<file path="config.mk">
export PLATFORM = sky130hd
export DESIGN_NAME = uart_tx_buffered_flat
export DESIGN_NICKNAME = d
export VERILOG_FILES = /design/src/rtl/uart_pkg.sv /design/src/rtl/uart_tx_buffered_if.sv /design/src/rtl/uart_tx_fifo.sv /design/src/rtl/uart_tx_buffered.sv /design/src/flat_wrapper.sv
export SDC_FILE = /design/constraint.sdc
export NUM_CORES = 1
export LEC_CHECK = 0
export CAP_MARGIN = 5
export CORE_UTILIZATION = 45
export CTS_BUF_LIST = sky130_fd_sc_hd__clkbuf_8
export DETAILED_ROUTE_END_ITERATION = 10
export PLACE_DENSITY = 0.7
export SETUP_SLACK_MARGIN = 0.02
export SYNTH_ARGS = -nofsm -noshare
export SYNTH_HDL_FRONTEND = slang
export SYNTH_SLANG_ARGS = --single-unit
</file>
<file path="constraint.sdc">
create_clock -name clk -period 2.6 [get_ports clk]
set_input_delay 0.65 -clock clk [delete_from_list [all_inputs] [get_ports clk]]
set_output_delay 0.65 -clock clk [all_outputs]
set_load 0.02 [all_outputs]
</file>
<file path="src/rtl/uart_pkg.sv">
// Shared UART definitions: FSM encodings, default frame geometry and line levels.
package uart_pkg;

    typedef enum logic [1:0] {
        ST_IDLE  = 2'd0,
        ST_START = 2'd1,
        ST_DATA  = 2'd2,
        ST_STOP  = 2'd3
    } uart_state_e;

    localparam int DEF_CLOCKS_PER_PULSE = 16;
    localparam int DEF_DATA_WIDTH       = 8;

    localparam logic START_BIT = 1'b0;
    localparam logic STOP_BIT  = 1'b1;

endpackage

</file>
<file path="src/rtl/uart_tx_buffered_if.sv">
// Parallel write port and serial/status outputs of the buffered UART transmitter.
interface uart_tx_buffered_if
    import uart_pkg::*;
#(
    parameter int DATA_WIDTH = DEF_DATA_WIDTH
);
    logic [DATA_WIDTH-1:0] data_in;
    logic                  data_en;
    logic                  full;
    logic                  overflow;
    logic                  busy;
    logic                  tx;

    modport master (output data_in, data_en, input full, overflow, busy, tx);
    modport slave  (input data_in, data_en, output full, overflow, busy, tx);
endinterface

</file>
<file path="src/rtl/uart_tx_fifo.sv">
// Small synchronous FIFO feeding the transmitter; head word is visible combinationally.
module uart_tx_fifo #(
    parameter int DATA_WIDTH = 8,
    parameter int FIFO_DEPTH = 4
) (
    input  logic                          clk,
    input  logic                          rstn,
    input  logic                          push,
    input  logic                          pop,
    input  logic [DATA_WIDTH-1:0]         din,
    output logic [DATA_WIDTH-1:0]         dout,
    output logic                          full,
    output logic                          empty,
    output logic [$clog2(FIFO_DEPTH):0]   count
);
    localparam int PTR_W = $clog2(FIFO_DEPTH);
    localparam int CNT_W = PTR_W + 1;

    logic [DATA_WIDTH-1:0] r_mem [FIFO_DEPTH];
    logic [PTR_W-1:0]      r_wr_ptr;
    logic [PTR_W-1:0]      r_rd_ptr;
    logic [CNT_W-1:0]      r_count;
    logic                  w_do_push;
    logic                  w_do_pop;

    // full comes from the registered count, so a same-edge pop never frees a slot for a write
    assign full      = (r_count == CNT_W'(FIFO_DEPTH));
    assign empty     = (r_count == '0);
    assign count     = r_count;
    assign dout      = r_mem[r_rd_ptr];
    assign w_do_push = push & ~full;
    assign w_do_pop  = pop & ~empty;

    always_ff @(posedge clk or negedge rstn) begin
        if (!rstn) begin
            r_wr_ptr <= '0;
            r_rd_ptr <= '0;
            r_count  <= '0;
        end else begin
            if (w_do_push) r_wr_ptr <= r_wr_ptr + 1'b1;
            if (w_do_pop)  r_rd_ptr <= r_rd_ptr + 1'b1;
            case ({w_do_push, w_do_pop})
                2'b10:   r_count <= r_count + 1'b1;
                2'b01:   r_count <= r_count - 1'b1;
                default: r_count <= r_count;
            endcase
        end
    end

    always_ff @(posedge clk) begin
        if (w_do_push) r_mem[r_wr_ptr] <= din;
    end
endmodule

</file>
<file path="src/rtl/uart_tx_buffered.sv">
// Buffered UART transmitter: FIFO-fed 8N1-style serialiser with contiguous back-to-back frames.
module uart_tx_buffered
    import uart_pkg::*;
#(
    parameter int CLOCKS_PER_PULSE = DEF_CLOCKS_PER_PULSE,
    parameter int DATA_WIDTH       = DEF_DATA_WIDTH,
    parameter int FIFO_DEPTH       = 4
) (
    input  logic               clk,
    input  logic               rstn,
    uart_tx_buffered_if.slave  bus
);
    localparam int CNT_W = $clog2(CLOCKS_PER_PULSE);
    localparam int BIT_W = (DATA_WIDTH > 1) ? $clog2(DATA_WIDTH) : 1;
    localparam logic [CNT_W-1:0] CLK_LAST = CNT_W'(CLOCKS_PER_PULSE - 1);
    localparam logic [BIT_W-1:0] BIT_LAST = BIT_W'(DATA_WIDTH - 1);

    uart_state_e           r_state, w_state_nxt;
    logic                  r_tx, w_tx_nxt;
    logic [CNT_W-1:0]      r_clk_cnt, w_clk_cnt_nxt;
    logic [BIT_W-1:0]      r_bit_cnt, w_bit_cnt_nxt;
    logic [DATA_WIDTH-1:0] r_shift, w_shift_nxt;
    logic                  r_overflow;
    logic                  w_pop;
    logic [DATA_WIDTH-1:0] w_fifo_dout;
    logic                  w_fifo_full;
    logic                  w_fifo_empty;
    logic [$clog2(FIFO_DEPTH):0] w_fifo_count;

    uart_tx_fifo #(
        .DATA_WIDTH (DATA_WIDTH),
        .FIFO_DEPTH (FIFO_DEPTH)
    ) u_fifo (
        .clk   (clk),
        .rstn  (rstn),
        .push  (bus.data_en),
        .pop   (w_pop),
        .din   (bus.data_in),
        .dout  (w_fifo_dout),
        .full  (w_fifo_full),
        .empty (w_fifo_empty),
        .count (w_fifo_count)
    );

    always_comb begin
        w_state_nxt   = r_state;
        w_tx_nxt      = r_tx;
        w_clk_cnt_nxt = r_clk_cnt + 1'b1;
        w_bit_cnt_nxt = r_bit_cnt;
        w_shift_nxt   = r_shift;
        w_pop         = 1'b0;
        case (r_state)
            ST_IDLE: begin
                w_tx_nxt      = STOP_BIT;
                w_clk_cnt_nxt = '0;
                if (!w_fifo_empty) begin
                    w_pop       = 1'b1;
                    w_shift_nxt = w_fifo_dout;
                    w_tx_nxt    = START_BIT;
                    w_state_nxt = ST_START;
                end
            end
            ST_START: begin
                if (r_clk_cnt == CLK_LAST) begin
                    w_clk_cnt_nxt = '0;
                    w_bit_cnt_nxt = '0;
                    w_tx_nxt      = r_shift[0];
                    w_state_nxt   = ST_DATA;
                end
            end
            ST_DATA: begin
                if (r_clk_cnt == CLK_LAST) begin
                    w_clk_cnt_nxt = '0;
                    if (r_bit_cnt == BIT_LAST) begin
                        w_tx_nxt    = STOP_BIT;
                        w_state_nxt = ST_STOP;
                    end else begin
                        w_shift_nxt   = r_shift >> 1;
                        w_tx_nxt      = w_shift_nxt[0];
                        w_bit_cnt_nxt = r_bit_cnt + 1'b1;
                    end
                end
            end
            ST_STOP: begin
                if (r_clk_cnt == CLK_LAST) begin
                    w_clk_cnt_nxt = '0;
                    // chain straight into the next start bit when more words are waiting
                    if (!w_fifo_empty) begin
                        w_pop       = 1'b1;
                        w_shift_nxt = w_fifo_dout;
                        w_tx_nxt    = START_BIT;
                        w_state_nxt = ST_START;
                    end else begin
                        w_tx_nxt    = STOP_BIT;
                        w_state_nxt = ST_IDLE;
                    end
                end
            end
            default: begin
                w_tx_nxt      = STOP_BIT;
                w_clk_cnt_nxt = '0;
                w_state_nxt   = ST_IDLE;
            end
        endcase
    end

    always_ff @(posedge clk or negedge rstn) begin
        if (!rstn) r_state <= ST_IDLE;
        else       r_state <= w_state_nxt;
    end

    always_ff @(posedge clk or negedge rstn) begin
        if (!rstn) begin
            r_tx       <= STOP_BIT;
            r_clk_cnt  <= '0;
            r_bit_cnt  <= '0;
            r_overflow <= 1'b0;
        end else begin
            r_tx       <= w_tx_nxt;
            r_clk_cnt  <= w_clk_cnt_nxt;
            r_bit_cnt  <= w_bit_cnt_nxt;
            r_overflow <= bus.data_en & w_fifo_full;
        end
    end

    always_ff @(posedge clk) begin
        r_shift <= w_shift_nxt;
    end

    assign bus.tx       = r_tx;
    assign bus.full     = w_fifo_full;
    assign bus.overflow = r_overflow;
    assign bus.busy     = (r_state != ST_IDLE) | (w_fifo_count != '0);
endmodule
</file>
<file path="src/flat_wrapper.sv">
// flat-port wrapper written by rule: the top's interface ports become plain ports
module uart_tx_buffered_flat import uart_pkg::*;
#(
    parameter int CLOCKS_PER_PULSE = DEF_CLOCKS_PER_PULSE,
    parameter int DATA_WIDTH       = DEF_DATA_WIDTH,
    parameter int FIFO_DEPTH       = 4
)
  (clk, rstn, bus_data_in, bus_data_en, bus_full, bus_overflow, bus_busy, bus_tx);
  uart_tx_buffered_if #(.DATA_WIDTH(DATA_WIDTH)) bus_i ();
  input  logic clk;
  input  logic rstn;
  input wire logic [$bits(bus_i.data_in)-1:0] bus_data_in;
  input wire logic [$bits(bus_i.data_en)-1:0] bus_data_en;
  output wire logic [$bits(bus_i.full)-1:0] bus_full;
  output wire logic [$bits(bus_i.overflow)-1:0] bus_overflow;
  output wire logic [$bits(bus_i.busy)-1:0] bus_busy;
  output wire logic [$bits(bus_i.tx)-1:0] bus_tx;
  assign bus_i.data_in = bus_data_in;
  assign bus_i.data_en = bus_data_en;
  assign bus_full = bus_i.full;
  assign bus_overflow = bus_i.overflow;
  assign bus_busy = bus_i.busy;
  assign bus_tx = bus_i.tx;
  uart_tx_buffered #(.CLOCKS_PER_PULSE(CLOCKS_PER_PULSE), .DATA_WIDTH(DATA_WIDTH), .FIFO_DEPTH(FIFO_DEPTH)) u_core (.clk(clk), .rstn(rstn), .bus(bus_i));
endmodule
</file>
# Word-level counts from Yosys, hierarchy flattened
# Memories as Yosys holds them, arrays and structs flattened.
# Index checks and enable logic that the tools add are counted.
[op_classes]
add_sub_neg = 6
bitwise_logic = 6
reduce_logical = 12
n_eq_ne = 14
mux = 30
[ops]
columns = ["cell", "count"]
rows = [
  ["$mux 8", 4],
  ["$pmux 8 s3", 1],
  ["$pmux 3 s2", 2],
  ["$mux 1", 10],
  ["$mux 2", 5],
  ["$mux 3", 3],
  ["$ne 2x1->1 const B", 4],
  ["$pmux 2 s4", 1],
  ["$pmux 4 s2", 1],
  ["$reduce_and 4->1", 2],
  ["$add 3x1->3 const B", 2],
  ["$eq 2x2->1 const B", 3],
  ["$eq 3x3->1 const B", 2],
  ["$reduce_bool 2->1", 3],
  ["$reduce_bool 3->1", 2],
  ["$reduce_and 5->1", 1],
  ["$add 2x1->2 const B", 2],
  ["$add 4x1->4 const B", 1],
  ["$eq 2x1->1 const B", 2],
  ["$eq 4x4->1 const B", 1],
  ["$mux 4", 1],
  ["$ne 2x2->1 const B", 2],
  ["$pmux 1 s4", 1],
  ["$and 1x1->1", 3],
  ["8 further kinds", 9],
]
[word_totals]
ramBits = 32
input_bits = 11
regBits = 26
wordCells = 78
output_inout_bits = 4
n_memories = 1
[mem_list]
columns = ["memory", "words", "word_bits", "read_ports", "rd_clocked_by_memory_dff", "write_ports", "line", "source"]
rows = [
  ["u_core.u_fifo.r_mem", 4, 8, 1, 0, 1, "uart_tx_fifo.sv:19", "logic [DATA_WIDTH-1:0] r_mem [FIFO_DEPTH];"],
]

# Depth between registers and ports, before layout
[logic_depth]
ltp_word = 7
mapped_depth = 10
depth_no_buf = 10

# Cells and area by module
# Synthesis repeated with hierarchy kept, for this count alone.
[unflattened]
cells_unflattened = 179
hier_area_um2 = 2741.4
[by_module_without_submodules]
columns = ["module", "area_each_um2", "seq_area_each_um2", "cells_each", "n_inst"]
rows = [
  ["uart_tx_fifo", 1592.8, 1136.1, 79, 1],
  ["uart_tx_buffered", 1148.6, 516.7, 100, 1],
]

# Worst setup path after synthesis
# OpenSTA, ideal clock, no wires.
[synth_path]
path_type = "register to register"
start = "reg u_core.r_state[0]"
end = "reg u_core.u_fifo.r_count[2], in the netlist u_core.u_fifo.count[2]"
path_stages_with_launch = 10
n_path_buf = 0
setup_ps = 79
t_required_ps = 2521
arrival_ps = 2173
path_slack_ps = 347
synth_period_minus_slack_ps = 2253
cell_sequence = "dfrtp_1 inv_1 ha_1 nor3_1 ha_1 inv_1 fa_1 xor2_1 nor2_1 xor2_1"
[synth_via]
elab_chain_cells = 5
elab_cells_between_ends = 8
classes_between = "3 x eq/ne; 2 x mux; 1 x bitwise; 2 x reduce/logical"
[synth_lines]
columns = ["item", "line", "source"]
rows = [
  ["from (decl)", "uart_tx_buffered.sv:18", "uart_state_e r_state, w_state_nxt;"],
  ["from (signal assigned)", "uart_tx_buffered.sv:109", "else r_state <= w_state_nxt;"],
  ["$eq 2x2->1 or $logic_not 2->1 (tied branches)", "uart_tx_buffered.sv:52", "case (r_state)"],
  ["$pmux 1 s2 *", "uart_tx_buffered.sv:52", ""],
  ["$and 1x1->1 *", "uart_tx_fifo.sv:32", "assign w_do_pop = pop & ~empty;"],
  ["named net u_core.u_fifo.w_do_pop", "uart_tx_fifo.sv:24", "logic w_do_pop;"],
  ["$eq 2x1->1 or $eq 2x2->1 (tied branches)", "uart_tx_fifo.sv:42", "case ({w_do_push, w_do_pop})"],
  ["$pmux 3 s2 or $reduce_bool 2->1 (tied branches)", "--", ""],
  ["to (signal assigned)", "uart_tx_fifo.sv:43", "2'b10: r_count <= r_count + 1'b1;"],
  ["to (signal assigned)", "uart_tx_fifo.sv:44", "2'b01: r_count <= r_count - 1'b1;"],
  ["to (signal assigned)", "uart_tx_fifo.sv:45", "default: r_count <= r_count;"],
  ["to (decl)", "uart_tx_fifo.sv:22", "logic [CNT_W-1:0] r_count;"],
]
# Mark *: on every way through the listed nets, which the timed path passes. The rest lies on a longest branch.
# A chain may end at the register's enable or synchronous reset.

# Final worst setup path
[layout_path]
start = "reg u_core.r_state[0]"
end = "out bus_busy"
[layout_via]
elab_chain_cells = 2
[layout_lines]
columns = ["item", "line", "source"]
rows = [
  ["$reduce_bool 2->1", "uart_tx_buffered.sv:133", "assign bus.busy = (r_state != ST_IDLE) | (w_fifo_count != '0);"],
  ["$or 1x1->1", "uart_tx_buffered.sv:133", ""],
  ["to (decl)", "flat_wrapper.sv:16", "output wire logic [$bits(bus_i.busy)-1:0] bus_busy;"],
]
# Every way passes these cells.

==> metrics.txt <==
status=complete, no violations; DP Cell Count=248; port buffer count=14; skew final=6.57 ps; ys async rst share=0.310; DP Area=0.00277 mm^2; final setup TNS=0 ps; crit path time final=2430 ps; commonest non-fill, non-tap cell in the layout=edfxtp_1; Avg Inst Size Synth=15.5 um^2; Syn Nets=188; CP Launch Type=flip-flop; Root Buffer=clkbuf_8; Die Y=76.9 um; Cells after Synth=163; Crit Path Category=reg -> out; placer congestion estimate=0.757; Setup crit end kind=output port; IO Pins=15; mapped cell area=0.00252 mm^2; Post-route DRC=0; Setup Viol. Count Final=0; FILL cells=407; CTS tree=yes; die footprint=0.00591 mm^2; Fin. Hold Viols=0; crit-path max FO=5; largest net degree at the start of global routing=19; Detailed Route Iter0 Violations=100; antenna violations before repair=0; max_slew headroom=0.615; final cycle utilization of the critical path=0.936; Post-CTS Setup Bufs=0; Fmax=411 MHz; number of synthesized flops with an enable pin=40; unrepaired setup endpoints after global routing=no; max-slew violation count=0; Yosys cell types=31; Post-Route WL=4200 um; dpl ws=181 ps; Clock Sinks=58; Final nets=214; GRT overflow=0; CP required=1950 ps; Area growth, synth to finish=18.2%; Power Dens Cells=1240 mW/mm^2; commonest cells after routing, fill and taps aside=40 x edfxtp_1, 17 x dfrtp_1, 14 x clkdlybuf4s50_1, 13 x ha_1, 10 x inv_1; clock latency on the worst-skew pair=330 ps; vias per cell=5.41; Die Wd=76.9 um; LEAKAGE=1.18 nW; HPWL Detailed=2880 um; max-cap viol count=0; number of buffers created by CTS=9; number of synthesized register bits=58; # rows=26; n_diodes=0; H-tree depth=3; fraction of final layout cells sized beyond drive strength 1=0.160; Slew @ Worst Pin=578 ps; All-Layer GR Usage=0.157; Syn. warnings=0; core outline area=0.00524 mm^2; vias in the first global route=1416; Worst Hold Class=reg -> reg; post-route setup slack=166 ps; worst vdd ir=560 uV; fin cells=264; leading register cell type out of synthesis=edfxtp_1; vias=1429; critical path arrival=1780 ps; first-pass GRT wire length=6840 um; share of the yosys chip area belonging to registers=0.656; Starting Density=0.481; First-pass DRT Iterations=4; post-route ant nets=0; fin area=0.00298 mm^2; wire per inst=15.9 um; Reg clk slew, reported paths=70 ps; Bufs on Longest Clock Path=2; Layout Utilization=0.569
-- metrics by stage --
stage | total power, mW | hold slack (ps)
2_1_floorplan | 2.47 | 354
3_3_place_gp | 2.74 | 475
3_5_place_dp | 2.84 | 504
4_1_cts | 3.73 | 513
5_1_grt | 3.93 | 544
6_report | 3.71 | 509
-- path summary, 6_finish.rpt --
| kind | depth (start not counted) | to | startpoint | slack [ps] |
|---|---|---|---|---|
| max | 4 | bus_busy | u_core.r_state[0]$_DFFE_PN0P_ | 170 |
| min | 2 | u_core.bus.tx$_DFFE_PN1P_ | u_core.bus.tx$_DFFE_PN1P_ | 510 |
| max reg2reg | 9 | u_core.u_fifo.count[2]$_DFFE_PN0P_ | u_core.r_state[0]$_DFFE_PN0P_ | 240 |
| min reg2reg | 2 | u_core.bus.tx$_DFFE_PN1P_ | u_core.bus.tx$_DFFE_PN1P_ | 510 |
| max in group asynchronous | 2 | u_core.bus.tx$_DFFE_PN1P_ | rstn | 1690 |
| min in group asynchronous | 2 | u_core.r_state[0]$_DFFE_PN0P_ | rstn | 650 |
-- synth_stat cells, types with 2 or more instances --
master / n / share of area
a21oi_1: 5 / 0.0099
nand2_1: 7 / 0.010
ha_1: 13 / 0.065
nor2b_1: 2 / 0.0050
inv_1: 9 / 0.013
a22o_1: 9 / 0.031
and3_1: 3 / 0.0074
or3_1: 2 / 0.0050
xor2_1: 3 / 0.010
nor3_1: 4 / 0.0079
edfxtp_1: 40 / 0.48
xnor2_1: 4 / 0.014
nor2_1: 9 / 0.013
mux4_2: 8 / 0.071
mux2_2: 3 / 0.013
and2_1: 5 / 0.012
nand3_1: 3 / 0.0060
dfrtp_1: 17 / 0.17
clkbuf_1: 2 / 0.0030
o21ai_0: 4 / 0.0079
-- registers in the layout, summed over array words and instances (netlist names) --
register	count
u_core.r_bit_cnt	3
u_core.r_state	2
u_core.bus.overflow	1
u_core.u_fifo.r_wr_ptr	2
u_core.u_fifo.count	3
u_core.bus.tx	1
u_core.u_fifo.r_mem	32
u_core.u_fifo.r_rd_ptr	2
u_core.r_shift	8
u_core.r_clk_cnt	4
-- power by group --
group	total [mW]	switching, mW	internal (mW)
clock network	0.885	0.356	0.529
logic	1.24	0.639	0.600
registers	1.58	0.220	1.36
total	3.71	1.22	2.49
-- worst max-delay path, cell delays in order (launching register included) --
cell and delay [ps]:
dfrtp_1 410, inv_1 130, ha_1 250, nand2_1 60, clkdlybuf4s50_1 600
-- metal layers --
metal	wire length, um	vias up	track usage
met5	0	-	0
met4	106	0	0.100
met3	135	12	0.0429
met2	2090	25	0.243
met1	1870	726	0.195
li1	-	666	-
-- timing repair --
action | 4_1_cts | 5_1_grt
gates resized for setup | 0 | 1
hold buffers | 0 | 0
endpoints found under the setup margin | 0 | 1
-- cell families after synthesis --
logic type | after synthesis | synth area share
flops | 58 | 0.656
simple gates | 37 | 0.0739
compound gates | 23 | 0.0665
fa+ha+maj | 14 | 0.0725
buf+inv | 12 | 0.0184
mux | 12 | 0.0888
xor+xnor | 7 | 0.0243
-- area by class of cell --
class / count / area (um^2) / area share
Sequential cell: 58 / 1650 / 0.555
Multi-Input combinational cell: 93 / 827 / 0.277
Timing Repair Buffer: 18 / 170 / 0.0571
Clock buffer: 9 / 124 / 0.0416
Tap cell: 70 / 87.6 / 0.0294
Clock inverter: 7 / 85.1 / 0.0285
Inverter: 9 / 33.8 / 0.0113
No activity file was read; power rests on OpenSTA's default activity.
